`src/rtl/vga_timing_pkg.sv`:
```
// Shared widths, 640x480@60 timing defaults and total-period helpers
// for the VGA raster timing controller.
package vga_timing_pkg;

  localparam int CW = 11;
  localparam int RW = 10;

  localparam int DEF_H_ACTIVE = 640;
  localparam int DEF_H_FP     = 16;
  localparam int DEF_H_SYNC   = 96;
  localparam int DEF_H_BP     = 48;
  localparam int DEF_V_ACTIVE = 480;
  localparam int DEF_V_FP     = 10;
  localparam int DEF_V_SYNC   = 2;
  localparam int DEF_V_BP     = 33;

  typedef struct packed {
    logic active;
    logic hs;
    logic vs;
  } sync_t;

  function automatic int h_total(
    input int act,
    input int fp,
    input int sync,
    input int bp
  );
    return act + fp + sync + bp;
  endfunction

  function automatic int v_total(
    input int act,
    input int fp,
    input int sync,
    input int bp
  );
    return act + fp + sync + bp;
  endfunction

endpackage

```
`src/rtl/vga_delay_line.sv`:
```
// Fixed-depth shift register with synchronous reset value.
// DEPTH must be at least 1; callers bypass it for zero latency.
module vga_delay_line #(
  parameter int DEPTH = 1,
  parameter int WIDTH = 1,
  parameter logic [WIDTH-1:0] RST_VAL = '0
) (
  input  logic             clk,
  input  logic             rst,
  input  logic [WIDTH-1:0] d,
  output logic [WIDTH-1:0] q
);

  logic [WIDTH-1:0] stage [DEPTH];

  always_ff @(posedge clk) begin
    if (rst) begin
      for (int i = 0; i < DEPTH; i++)
        stage[i] <= RST_VAL;
    end else begin
      stage[0] <= d;
      for (int i = 1; i < DEPTH; i++)
        stage[i] <= stage[i-1];
    end
  end

  assign q = stage[DEPTH-1];

endmodule

```
`src/rtl/vga_timing_ctrl.sv`:
```
// VGA raster timing generator and pin driver.
// Optional macro VGA_BORDER_EN forces a white frame on edge pixels.
module vga_timing_ctrl
  import vga_timing_pkg::*;
#(
  parameter int H_ACTIVE    = DEF_H_ACTIVE,
  parameter int H_FP        = DEF_H_FP,
  parameter int H_SYNC      = DEF_H_SYNC,
  parameter int H_BP        = DEF_H_BP,
  parameter int V_ACTIVE    = DEF_V_ACTIVE,
  parameter int V_FP        = DEF_V_FP,
  parameter int V_SYNC      = DEF_V_SYNC,
  parameter int V_BP        = DEF_V_BP,
  parameter int PIX_LATENCY = 1,
  parameter int SYNC_POL    = 0
) (
  input  logic          iVGA_CLK,
  input  logic          iRST,
  input  logic [RW-1:0] iRed,
  input  logic [RW-1:0] iGreen,
  input  logic [RW-1:0] iBlue,
  output logic [CW-1:0] oVGA_X,
  output logic [CW-1:0] oVGA_Y,
  output logic          oRequest,
  output logic          oFrameStart,
  output logic [RW-1:0] oVGA_R,
  output logic [RW-1:0] oVGA_G,
  output logic [RW-1:0] oVGA_B,
  output logic          oVGA_HS,
  output logic          oVGA_VS,
  output logic          oVGA_BLANK_n,
  output logic          oVGA_SYNC_n
);

  localparam int HT = h_total(H_ACTIVE, H_FP, H_SYNC, H_BP);
  localparam int VT = v_total(V_ACTIVE, V_FP, V_SYNC, V_BP);

  localparam logic [CW-1:0] H_LAST = CW'(HT - 1);
  localparam logic [CW-1:0] V_LAST = CW'(VT - 1);
  localparam logic [CW-1:0] H_ACT  = CW'(H_ACTIVE);
  localparam logic [CW-1:0] V_ACT  = CW'(V_ACTIVE);
  localparam logic [CW-1:0] HS_BEG = CW'(H_ACTIVE + H_FP);
  localparam logic [CW-1:0] HS_END = CW'(H_ACTIVE + H_FP + H_SYNC);
  localparam logic [CW-1:0] VS_BEG = CW'(V_ACTIVE + V_FP);
  localparam logic [CW-1:0] VS_END = CW'(V_ACTIVE + V_FP + V_SYNC);
  localparam logic          SP     = (SYNC_POL != 0);

  logic [CW-1:0] h_cnt;
  logic [CW-1:0] v_cnt;
  sync_t         s0;
  sync_t         sd;
  logic          edge_px;
  logic [RW-1:0] r_q, g_q, b_q;
  logic          hs_q, vs_q, blank_q;

  always_ff @(posedge iVGA_CLK) begin
    if (iRST) begin
      h_cnt <= '0;
      v_cnt <= '0;
    end else if (h_cnt == H_LAST) begin
      h_cnt <= '0;
      v_cnt <= (v_cnt == V_LAST) ? '0 : v_cnt + 1'b1;
    end else begin
      h_cnt <= h_cnt + 1'b1;
    end
  end

  always_comb begin
    s0.active = (h_cnt < H_ACT) && (v_cnt < V_ACT);
    s0.hs     = (h_cnt >= HS_BEG) && (h_cnt < HS_END);
    s0.vs     = (v_cnt >= VS_BEG) && (v_cnt < VS_END);
  end

  assign oRequest    = s0.active;
  assign oVGA_X      = s0.active ? h_cnt : '0;
  assign oVGA_Y      = s0.active ? v_cnt : '0;
  assign oFrameStart = (h_cnt == '0) && (v_cnt == '0);

  // Sync/active travel alongside the source pipeline
  if (PIX_LATENCY == 0) begin : g_sync_bypass
    assign sd = s0;
  end else begin : g_sync_dly
    vga_delay_line #(
      .DEPTH   (PIX_LATENCY),
      .WIDTH   ($bits(sync_t)),
      .RST_VAL ('0)
    ) u_sync_dly (
      .clk (iVGA_CLK),
      .rst (iRST),
      .d   (s0),
      .q   (sd)
    );
  end

`ifdef VGA_BORDER_EN
  logic [2*CW-1:0] c0;
  logic [2*CW-1:0] cd;
  logic [CW-1:0]   hd, vd;

  assign c0 = {h_cnt, v_cnt};

  if (PIX_LATENCY == 0) begin : g_crd_bypass
    assign cd = c0;
  end else begin : g_crd_dly
    vga_delay_line #(
      .DEPTH   (PIX_LATENCY),
      .WIDTH   (2*CW),
      .RST_VAL ('0)
    ) u_crd_dly (
      .clk (iVGA_CLK),
      .rst (iRST),
      .d   (c0),
      .q   (cd)
    );
  end

  assign hd = cd[2*CW-1:CW];
  assign vd = cd[CW-1:0];
  assign edge_px = (hd == '0) || (hd == H_ACT - 1'b1) ||
                   (vd == '0) || (vd == V_ACT - 1'b1);
`else
  assign edge_px = 1'b0;
`endif

  always_ff @(posedge iVGA_CLK) begin
    if (iRST) begin
      r_q     <= '0;
      g_q     <= '0;
      b_q     <= '0;
      blank_q <= 1'b0;
      hs_q    <= ~SP;
      vs_q    <= ~SP;
    end else begin
      blank_q <= sd.active;
      hs_q    <= sd.hs ? SP : ~SP;
      vs_q    <= sd.vs ? SP : ~SP;
      if (!sd.active) begin
        r_q <= '0;
        g_q <= '0;
        b_q <= '0;
      end else if (edge_px) begin
        r_q <= '1;
        g_q <= '1;
        b_q <= '1;
      end else begin
        r_q <= iRed;
        g_q <= iGreen;
        b_q <= iBlue;
      end
    end
  end

  assign oVGA_R       = r_q;
  assign oVGA_G       = g_q;
  assign oVGA_B       = b_q;
  assign oVGA_HS      = hs_q;
  assign oVGA_VS      = vs_q;
  assign oVGA_BLANK_n = blank_q;
  assign oVGA_SYNC_n  = 1'b0;

endmodule
```
`config.mk`:
```
export PLATFORM = sky130hd
export DESIGN_NAME = vga_timing_ctrl
export DESIGN_NICKNAME = d
export VERILOG_FILES = /design/src/rtl/vga_timing_pkg.sv /design/src/rtl/vga_delay_line.sv /design/src/rtl/vga_timing_ctrl.sv
export SDC_FILE = /design/constraint.sdc
export NUM_CORES = 1
export LEC_CHECK = 0
export ABC_AREA = 1
export CORE_MARGIN = 3
export CORE_UTILIZATION = 40
export CTS_CLUSTER_DIAMETER = 30
export DETAILED_ROUTE_END_ITERATION = 16
export PLACE_DENSITY_LB_ADDON = 0.3
export SLEW_MARGIN = 20
export SYNTH_ARGS = -nofsm -noshare
export SYNTH_HDL_FRONTEND = slang
export SYNTH_SLANG_ARGS = --single-unit
```
`constraint.sdc`:
```
create_clock -name iVGA_CLK -period 1.79 [get_ports iVGA_CLK]
set_input_delay 0.358 -clock iVGA_CLK [delete_from_list [all_inputs] [get_ports iVGA_CLK]]
set_output_delay 0.358 -clock iVGA_CLK [all_outputs]
set_load 0.01 [all_outputs]
```
==> results.cfg, run 1 <==
[status]
status = finished with violations
violations = setup timing

[final_layout]
n_antenna_cell = 0
fin_cells = 552
drive_gt1_share_pct = 31.04
syn_to_final_growth_pct = 65.80
fin_area_sq_mm = 0.004083
nets = 511

[detailed_routing]
drtIter0Drc = 102
wire_per_inst_um = 12.61
dr.pass1.iters = 4
drc = 0
antenna_left = 0
viasPerCell = 4.621
vias = 2551
routed_wl_mm = 6.959

[power]
total_power_mw = 2.949
p_leak_nw = 1.942
ir_drop_mv = 0.5679
powerDensity_mw_per_mm2 = 722.3

[yosys]
synth_top_area_share_pct = 47.15
postSynthAreaPerCell_sq_um = 7.285
synth_ff_type = dfxtp_1
postSynthCellCount = 338
synth_most_common_cell = nor2_1
yosysWarnings = 0
syn_area_sq_mm = 0.002462
yosysTopAreaCell = dfxtp_1
yosysSeqAreaShare_pct = 47.15
synthArstFlopShare_pct = 0
synth_edf_count = 0
ys_types = 26
ys_top_cells_by_count = 86 x nor2_1, 60 x inv_1, 58 x dfxtp_1
ys_seq_elements = 58
synth_area_leaders = dfxtp_1 47%, nor2_1 13%, inv_1 9.1%, nand2_1 8.2%, nand3_1 4.1%

[sta]
fin_crit_sh_pct = 103.1
min_period_ns = 1.845
worst_slew_margin_rel_pct = 66.20
fmax_mhz = 542.1
hold_violations = 0
fin_hold_ws_ns = 0.3765
clock_skew_ns = 0.01497
fin_ws_ns = -0.05481
drv_slew = 0
final-setup-viol-count = 19
worst_pin_slew_ns = 0.5052
rsz0062_at_grt = true

[floorplanning]
fp.dieW_um = 84.46
num_rows = 27
fp.dieH_um = 84.46
initial_core_util_pct = 42.88
num_io_pins = 90
core_sq_mm = 0.005743
die-area_sq_mm = 0.007133

[cts]
cts_root_buf = clkbuf_8
clock_sinks = 58
cts_htree_levels = 3
path_clk_slew_ns = 0.06
cts_tree = built
clock_tree.buffer_depth = 2
cts_buffers = 9
clk_latency_ns = 0.33

[job]
cap_violations = 0

[placed_design]
dp.cells = 527
place_area_sq_mm = 0.003645
io_buffers = 85
gp_congestion = 0.8307
post-dp-hpwl_mm = 4.640
dp_slack_ns = -0.1598

[setup_path]
worstPathArrival_ns = 1.49
cp-start-kind = register
r2r_cells = 9
cp.required_ns = 1.43
r2r_slack_ns = 0.19
reg2reg_to = v_cnt[6]
cp-end-kind = output port
critPathCapture = oFrameStart
crit_path_start = h_cnt[7]
reg2reg_from = h_cnt[0]
setup.worst_path.class = register to output port
crit_fanout = 4

[global_routing]
antenna_found_initial = 0
grt_use_total_pct = 19.48
grt_pass1_vias = 2455
grt_max_degree = 32
grt_pass1_wl_mm = 11.26
grt_overflow_total = 0

[worst_hold_path]
hold_path_class = register to register
-- stage by stage --
step,util [%],TNS (ns)
floorplan,-,0
global placement,63.46,-1.344
detailed placement,63.46,-1.809
CTS,68.08,-1.170
global route,71.09,-1.700
finish,71.09,-0.4073
-- critical path, stage by stage, from the launching register on --
cell	delay, ns
dfxtp_2	0.32
buf_4	0.14
nor2_2	0.13
nand4_1	0.19
nor4_4	0.20
buf_2	0.18
-- what timing repair did --
action                                  4_1_cts  5_1_grt
resized for setup                           120       38
gates cloned                                  2        0
endpoints found under the hold margin         0        0
endpoints found under the setup margin       21       21
pin swaps                                     6        6
buffers inserted                              3        4
hold buffers                                  0        0
-- flip-flops by register name, summed over array words and instances, names as in the netlist --
register	flops
g_sync_dly.u_sync_dly.stage	3
h_cnt	11
oVGA_B	10
oVGA_BLANK_n	1
oVGA_G	10
oVGA_HS	1
oVGA_R	10
oVGA_VS	1
v_cnt	11
-- layout by cell type, fill, tap and decap left out, types with 5 or more instances in the layout --
cell type / n
a21oi_1: 7
a21oi_2: 5
buf_2: 12
buf_4: 44
buf_6: 10
clkbuf_8: 10
clkdlybuf4s50_1: 64
dfxtp_1: 50
dfxtp_2: 7
inv_1: 53
inv_2: 13
nand2_1: 52
nand3_1: 18
nand4_1: 6
nor2_1: 67
nor2_2: 11
nor2_4: 11
-- metal layers --
metal  vias to the layer above  track usage, %  part of all wire [%]
li1                       1278               -                     -
met1                      1153           23.60                    43
met2                       108           33.43                    47
met3                        12           4.612                   7.4
met4                         0           7.482                   1.8
met5                         -               0                     0
-- how the worst min path moves through the flow --
stage / cells after the start / from / end
final: 1 / g_sync_dly.u_sync_dly.stage[0][0] / oVGA_VS
after global routing: 1 / g_sync_dly.u_sync_dly.stage[0][1] / oVGA_HS
after CTS: 1 / g_sync_dly.u_sync_dly.stage[0][0] / oVGA_VS
after detailed placement: 1 / g_sync_dly.u_sync_dly.stage[0][0] / oVGA_VS
after global placement: 1 / g_sync_dly.u_sync_dly.stage[0][1] / oVGA_HS
after floorplan: 1 / g_sync_dly.u_sync_dly.stage[0][1] / oVGA_HS
-- where the power goes --
part | internal (mW) | total, mW | switching [mW]
Combinational | 0.167 | 0.286 | 0.118
Clock | 0.817 | 1.33 | 0.512
Sequential | 1.32 | 1.33 | 0.0102
-- cells by family (layout without fill, tap and decap cells) --
kind of cell               count (synthesis)  in the layout  share of synthesized area (%)
AOI/OAI and AO/OA                         14             14                          3.709
and+or+nand+nor                          182            182                          33.03
DFF                                       58             58                          47.15
other                                      1              4                         0.1523
xor gates and xnor gates                   1              1                         0.3558
buffers and inverters                     78            217                          13.57
adders and majority gates                  4              4                          2.033
-- layout make-up --
cell class                      count  area (sq um)
Clock buffer                       11         141.4
Clock inverter                      5         77.57
Fill cell                         403          1660
Inverter                           67         251.5
Multi-Input combinational cell    205          1140
Sequential cell                    58          1174
Tap cell                           72         90.09
Timing Repair Buffer              134          1209
Note: power is estimated with default switching activity, not from simulation.
==> run 2, diff against run 1 <==
CELL_PAD_IN_SITES_DETAIL_PLACEMENT = 1   (was default)
CELL_PAD_IN_SITES_GLOBAL_PLACEMENT = 1   (was default)
CORE_UTILIZATION = 31   (was 40)
==> results.cfg, run 2 (synthesis gave the netlist of run 1 again) <==
[sta]
drv_slew = 0
final-setup-viol-count = 9
min_period_ns = 1.852
clock_skew_ns = 0.007367
rsz0062_at_grt = true
fin_tns_setup_ns = -0.1018
fmax_mhz = 539.8
fin_hold_ws_ns = 0.3740
worst_slew_margin_rel_pct = 64.25
worst_pin_slew_ns = 0.5342
hold_violations = 0
fin_crit_sh_pct = 103.5
fin_ws_ns = -0.06246

[setup_path]
crit_fanout = 5
cp-start-kind = register
setup.worst_path.class = register to output port
cp-end-kind = output port
cp.required_ns = 1.43
worstPathArrival_ns = 1.49

[cts]
clock_sinks = 58
cts_tree = built
path_clk_slew_ns = 0.07
clock_tree.buffer_depth = 2
clk_latency_ns = 0.33
cts_htree_levels = 3
cts_root_buf = clkbuf_8
cts_buffers = 9
hold_buffers = 0

[final_layout]
top_regs = h_cnt (11), v_cnt (11)
final_cell_mix = 72 x nor2_1, 64 x clkdlybuf4s50_1, 53 x inv_1
fin_area_sq_mm = 0.004018
n_antenna_cell = 0
syn_to_final_growth_pct = 63.16
final_common_cell = nor2_1
nets = 508
drive_gt1_share_pct = 29.62

[detailed_routing]
wire_per_inst_um = 13.62
routed_wl_mm = 7.829
vias = 2521
drc = 0
antenna_left = 0
viasPerCell = 4.384
drtIter0Drc = 33
dr.pass1.iters = 4

[floorplanning]
core_sq_mm = 0.007486
fp.dieH_um = 95.13
num_io_pins = 90
fp.dieW_um = 95.13
die-area_sq_mm = 0.009049
num_rows = 31
initial_core_util_pct = 32.89

[placed_design]
io_buffers = 85
gp_congestion = 0.7752
post-dp-hpwl_mm = 5.789
place_area_sq_mm = 0.003721

[global_routing]
grt_pass1_vias = 2586
grt_use_total_pct = 17.46
grt_max_degree = 32
grt_pass1_wl_mm = 12.23
antenna_found_initial = 0
grt_overflow_total = 0

[power]
powerDensity_mw_per_mm2 = 789.0
p_int_mw = 2.538
pwr-share-comb_pct = 8.7
pwr-share-seq_pct = 42.1
ir_drop_mv = 0.4304
pwr-share-clk_pct = 49.2
p_leak_nw = 1.930
netSwitchingPower_mw = 0.6322
switching_share_pct = 19.95

[status]
violations = setup timing
status = finished with violations

[worst_hold_path]
hold_path_class = register to register

[job]
cap_violations = 0
run 2: cell types whose count changed in the layout (fill, tap and decap cells not counted), sizes merged:
cell,change
bufinv,+2
buf,-3
clkinvlp,-1
clkbuf,-2
run 2: repair_timing:
| action | 4_1_cts | 5_1_grt |
|---|---|---|
| pin swaps | 4 | 8 |
| setup endpoints to repair | 21 | 21 |
| resized for setup | 108 | 23 |
| setup buffers | 1 | 2 |
| endpoints found under the hold margin | 0 | 0 |
run 2: layout make-up:
cell class                      instances  area, sq um
Fill cell                             923         3468
Sequential cell                        58         1172
Timing Repair Buffer                  131         1136
Multi-Input combinational cell        205         1080
Inverter                               67        251.5
Clock inverter                          6        130.1
Clock buffer                            9        123.9
Tap cell                               99        123.9
run 2: path summary, 6_finish.rpt:
| kind | start | to | slack (ns) | cells after the start |
|---|---|---|---|---|
| min reg2reg | g_sync_dly.u_sync_dly.stage[0][1] | oVGA_HS | 0.37 | 1 |
| max reg2reg | h_cnt[0] | v_cnt[9] | 0.09 | 9 |
| min | g_sync_dly.u_sync_dly.stage[0][1] | oVGA_HS | 0.37 | 1 |
| max | h_cnt[8] | oFrameStart | -0.06 | 5 |
run 2: through the flow:
stage,setup WS (ns),util [%],power (mW),std cells
after detailed placement,-0.2283,49.71,1.641,558
after global routing,-0.1529,53.67,3.296,575
after floorplan,0.3575,-,1.463,341
after CTS,-0.1107,52.60,3.207,574
final,-0.06246,53.67,3.170,575
after global placement,-0.1972,49.71,1.631,558
run 2: power groups by stage:
stage / registers [mW] / logic [mW] / clock network, mW
global placement: 1.36 / 0.268 / 0
finish: 1.34 / 0.276 / 1.56
floorplan: 1.38 / 0.0824 / 0
detailed placement: 1.37 / 0.275 / 0
global route: 1.34 / 0.304 / 1.65
CTS: 1.34 / 0.273 / 1.60
run 2: critical path, cell delays in order, from the launching register on:
cell	delay, ns
dfxtp_2	0.33
inv_2	0.06
buf_4	0.14
nand4_1	0.14
nor4_4	0.32
buf_2	0.18
run 2: routing by layer:
layer / track usage [%] / part of all wire, % / vias to the layer above
li1: - / - / 1263
met3: 5.209 / 8.0 / 9
met4: 4.327 / 1.1 / 0
met2: 31.60 / 49 / 78
met5: 0 / 0 / -
met1: 19.95 / 42 / 1171
